**config.mk**
```make
export PLATFORM = sky130hd
export DESIGN_NAME = fetch_unit
export DESIGN_NICKNAME = d
export VERILOG_FILES = /design/src/rtl/fetch_unit.sv
export SDC_FILE = /design/constraint.sdc
export NUM_CORES = 1
export LEC_CHECK = 0
export ABC_AREA = 0
export CAP_MARGIN = 10
export CORE_UTILIZATION = 40
export CTS_CLUSTER_SIZE = 14
export DETAILED_ROUTE_END_ITERATION = 16
export PLACE_DENSITY = 0.78
export SLEW_MARGIN = 30
export SYNTH_ARGS = -nofsm -noshare
export SYNTH_HDL_FRONTEND = slang
export SYNTH_SLANG_ARGS = --single-unit
```
**constraint.sdc**
```tcl
create_clock -name CLK -period 6.75 [get_ports CLK]
set_clock_uncertainty 0.05 [all_clocks]
set_input_delay 0.675 -clock CLK [delete_from_list [all_inputs] [get_ports CLK]]
set_output_delay 0.675 -clock CLK [all_outputs]
set_load 0.005 [all_outputs]
```
**src/rtl/fetch_unit.sv**
```systemverilog
// rtl/fetch_unit.sv - parametrised instruction-fetch PC with program table, branches, stall and halt
// Optional return-address stack for call/return is compiled in when FETCH_RAS_EN is defined.
module fetch_unit #(
  parameter int                          PC_W        = 10,
  parameter int                          NUM_PROGS   = 2,
  parameter int                          PS_W        = 1,
  parameter logic [NUM_PROGS*PC_W-1:0]   START_ADDRS = {10'd52, 10'd0},
  parameter logic [NUM_PROGS*PC_W-1:0]   END_ADDRS   = {10'd134, 10'd51},
  parameter int                          RAS_DEPTH   = 4
) (
  input  logic            CLK,
  input  logic            Init,
  input  logic [PS_W-1:0] ProgSel,
  input  logic            Stall,
  input  logic            Branch_en,
  input  logic            FLAG_IN,
  input  logic            BranchRel,
  input  logic [PC_W-1:0] Target,
  input  logic            Call_en,
  input  logic            Ret_en,
  output logic [PC_W-1:0] PC,
  output logic            Halt,
  output logic            StackErr
);

  // Out-of-range program selects fall back to entry 0.
  function automatic logic [PS_W-1:0] sel_idx(input logic [PS_W-1:0] s);
    sel_idx = (32'(s) < NUM_PROGS) ? s : '0;
  endfunction

  function automatic logic [PC_W-1:0] addr_at(input logic [NUM_PROGS*PC_W-1:0] tbl,
                                              input logic [PS_W-1:0] idx);
    addr_at = tbl[PC_W-1:0];
    for (int i = 1; i < NUM_PROGS; i++) begin
      if (32'(idx) == i) addr_at = tbl[i*PC_W +: PC_W];
    end
  endfunction

  logic [PC_W-1:0] pc_q, pc_d;
  logic [PC_W-1:0] pc_inc, tgt, end_pc;
  logic [PS_W-1:0] prog_q, init_sel;
  logic            halt_q, halt_d;

  assign init_sel = sel_idx(ProgSel);
  assign pc_inc   = pc_q + PC_W'(1);
  assign tgt      = BranchRel ? (pc_q + Target) : Target;
  assign end_pc   = addr_at(END_ADDRS, prog_q);

`ifdef FETCH_RAS_EN
  localparam int SP_W  = $clog2(RAS_DEPTH + 1);
  localparam int IDX_W = (RAS_DEPTH > 1) ? $clog2(RAS_DEPTH) : 1;

  logic [PC_W-1:0]  ras_q [RAS_DEPTH];
  logic [SP_W-1:0]  sp_q, sp_d;
  logic             err_q, err_d;
  logic             push_en;
  logic [IDX_W-1:0] top_idx, push_idx;

  assign push_idx = IDX_W'(sp_q);
  assign top_idx  = IDX_W'(sp_q - SP_W'(1));
`endif

  always_comb begin
    pc_d   = pc_q;
    halt_d = halt_q;
`ifdef FETCH_RAS_EN
    sp_d    = sp_q;
    err_d   = err_q;
    push_en = 1'b0;
`endif
    if (halt_q || Stall) begin
      pc_d = pc_q;
    end else if (pc_q == end_pc) begin
      // End of program wins over any control-flow request this cycle.
      halt_d = 1'b1;
`ifdef FETCH_RAS_EN
    end else if (Ret_en) begin
      if (sp_q == '0) begin
        err_d = 1'b1;
        pc_d  = pc_inc;
      end else begin
        pc_d = ras_q[top_idx];
        sp_d = sp_q - SP_W'(1);
      end
    end else if (Call_en) begin
      pc_d = tgt;
      if (sp_q == SP_W'(RAS_DEPTH)) begin
        err_d = 1'b1;
      end else begin
        push_en = 1'b1;
        sp_d    = sp_q + SP_W'(1);
      end
`endif
    end else if (Branch_en && FLAG_IN) begin
      pc_d = tgt;
    end else begin
      pc_d = pc_inc;
    end
  end

  always_ff @(posedge CLK) begin
    if (Init) begin
      pc_q   <= addr_at(START_ADDRS, init_sel);
      prog_q <= init_sel;
      halt_q <= 1'b0;
    end else begin
      pc_q   <= pc_d;
      halt_q <= halt_d;
    end
  end

`ifdef FETCH_RAS_EN
  always_ff @(posedge CLK) begin
    if (Init) begin
      sp_q  <= '0;
      err_q <= 1'b0;
    end else begin
      sp_q  <= sp_d;
      err_q <= err_d;
    end
  end

  // Stack contents survive Init; only the pointer is reset.
  always_ff @(posedge CLK) begin
    if (!Init && push_en) ras_q[push_idx] <= pc_inc;
  end

  assign StackErr = err_q;
`else
  logic unused_ras;
  assign unused_ras = Call_en ^ Ret_en;
  assign StackErr   = 1'b0;
`endif

  assign PC   = pc_q;
  assign Halt = halt_q;

endmodule

```
==> impl_metrics.toml <==
[cts]
cts_tree = "yes"
cts_setup_buffers = 0
cts.sinks = 12
insertion_delay_ns = 0.27
holdBufCountCts = 0
clk_pin_slew_ns = 0.07
cts_buffers = 3
cts-root-buf = "clkbuf_4"
ctsResizeCount = 0
clockBufferDepth = 2
cts_max_level = 1

[yosys]
synth_nets = 174
seq_area_frac_synth_pct = 27.9
yosysUniqueCellTypes = 45
yosysTopAreaCell = "edfxtp_1"
syn_avg_cell_area_um2 = 8.71
synth_edf_count = 11
yosysWarnings = 0
synth_ff_type = "edfxtp_1"
synthCells = 144
synth_top_family_by_area = "compound AO/OA/AOI/OAI gates"
synth-simple-area-share_pct = 20.1
synth_top_area_share_pct = 26.3
syn_area_um2 = 1250
synth_compound_area_share_pct = 25.7
synth_fa_ha_area_share_pct = 11.6
synthMuxAreaShare_pct = 2.40
synth-xor-area-share_pct = 8.38
synthArstFlopShare_pct = 0
synthTopCellsByArea = "edfxtp_1 (26%), ha_1 (10%), xnor2_1 (4.9%)"
synth_seq_cells = 12

[grt]
grt_max_degree = 18
grt_overflow = 0
grt_pass1_vias = 1097
grt_pass1_wl_um = 4860
gr-usage-all-layers_pct = 18.8
antenna_found_initial = 0

[worst_setup_path]
endpoint_kind = "flop"
crit_path_start_kind = "input pin"
critical_path_class = "input pin to flop"
worstPathArrival_ns = 2.78
cp_slowest_cell = "clkdlybuf4s50_1"
worstPathCellList = "clkdlybuf4s50_1 > ha_1 > inv_1 > fa_1 > nor2b_1 > o31a_1 > o31ai_1 > mux2i_1 > o31a_1"
cp_num_buf_inv = 2
cpMostUsedCell = "o31a_1"
critPathMaxFanout = 4
max_stage_delay_ns = 0.47
required_ns = 6.73
crit_family = "compound AO/OA/AOI/OAI gates"

[cells_and_area]
nFillCells = 266
final_layout_size_suffix_gt1_share_pct = 4.09
syn2layout_area_growth_pct = 24.7
final_util_pct = 54.8
diodes = 0
fin_nets = 202
stdcell_area_um2 = 1560

[floorplanning]
die_height_um = 58.0
core_area_um2 = 2850
io_pins = 31
fp-row-count = 19
dieWidth_um = 58.0
die_area_um2 = 3360
start_util_pct = 43.9

[sta]
setup_violations = 0
slew_headroom_pct = 61.3
period_minus_slack_ns = 2.80
setup_slack_ns = 3.95
drv_slew = 0
finalHoldViolations = 0
setup_tns_ns = 0
fmaxAchievable_mhz = 357
final.period_utilization_pct = 41.5
rsz0062_at_grt = "false"
worst_pin_slew_ns = 0.579

[placed_design]
place.gp.congestion = 0.822
dp_hpwl_um = 2340
portBuffers = 27
place_ws_ns = 3.69
place_area_um2 = 1540

[route]
dr.pass1.iters = 13
vias_per_cell = 5.86
wirelength_um = 2960
drc = 2
vias = 1183
antenna_left = 0
wire_per_inst_um = 14.6
dr.first_iter.drc_count = 43

[run]
drv_cap = 0

[power]
leakagePower_nw = 0.578
totalPowerFinal_w = 0.000272
ir_drop_mv = 0.0584
powerDensity_nw_per_um2 = 174

[status]
violations = "DRC"
status = "finished, violations left"

[min_path]
hold_class = "flop to flop"
## per-layer routing
| layer | GRT usage (%) | share of wire, % |
|---|---|---|
| met5 | 0 | 0 |
| met2 | 32.8 | 49 |
| met4 | 8.16 | 1.1 |
| met3 | 0.670 | 3.5 |
| met1 | 24.2 | 47 |
## logic make-up (layout without fill, tap and decap cells)
logic type | Yosys count | count (layout)
compound gates | 46 | 46
xor+xnor | 12 | 12
fa+ha+maj | 11 | 11
buf+inv | 9 | 36
flops | 12 | 12
mux | 3 | 3
other cells | 1 | 1
simple gates | 50 | 50
## power by group
group | switching [W] | internal (W)
clock network | 0.0000237 | 0.0000229
registers | 0.0000155 | 0.0000915
logic | 0.0000563 | 0.0000623
## synth_stat cells (all sizes together), types with 2 or more instances
| library cell | instances |
|---|---|
| a21oi | 11 |
| buf | 2 |
| nor2b | 3 |
| o31a | 3 |
| nand2 | 9 |
| o21a | 2 |
| nor4 | 2 |
| nor2 | 14 |
| nor3 | 10 |
| ha | 10 |
| a21o | 2 |
| xor2 | 5 |
| o31ai | 3 |
| xnor2 | 7 |
| nand2b | 2 |
| or3 | 3 |
| a211oi | 6 |
| inv | 5 |
| clkbuf | 2 |
| edfxtp | 11 |
| o21ai | 7 |
| o21bai | 2 |
| nand3 | 3 |
| mux2i | 3 |
## path summary, 6_finish.rpt
path / startpoint / end / slack (ns) / cells past startpoint
setup / recovery: Target[0] / PC[8] / 3.95 / 9
hold / removal: Halt / Halt / 0.55 / 2
setup reg to reg: PC[0] / PC[8] / 4.26 / 8
hold reg to reg: Halt / Halt / 0.55 / 2
## metrics by stage
step / hold WS (ns) / cells
6_report: 0.554 / 202
5_1_grt: 0.579 / 202
4_1_cts: 0.564 / 202
3_5_place_dp: 0.546 / 198
3_3_place_gp: 0.523 / 198
2_1_floorplan: 0.534 / 144
## final cells by class
class                      count  area, um^2  share of cell area (%)
clock buffer                   4        26.3                    1.68
inverter                       5        18.8                    1.20
multi-input combinational    123         858                    54.9
sequential                    12         350                    22.4
tap                           31        38.8                    2.48
timing repair buffer          27         270                    17.3
## flip-flops by register name, summed over array words and instances (netlist names)
signal  count
PC         10
Halt        1
prog_q      1
## worst min-delay path, cell delays in order, from the launching register on
cell	delay (ns)
dfxtp_1	0.34
o21ba_2	0.16
nor2_1	0.07
## cells in the final DEF, fill, tap and decap left out, types with 5 or more instances in the layout
cell type | netlist | final
clkdlybuf4s50_1 | 0 | 27
nor2_1 | 14 | 14
edfxtp_1 | 11 | 11
a21oi_1 | 11 | 11
nor3_1 | 10 | 10
ha_1 | 10 | 10
nand2_1 | 9 | 9
o21ai_0 | 7 | 7
xnor2_1 | 7 | 7
a211oi_1 | 6 | 6
inv_1 | 5 | 5
xor2_1 | 5 | 5
No activity file was read; power rests on OpenSTA's default activity.
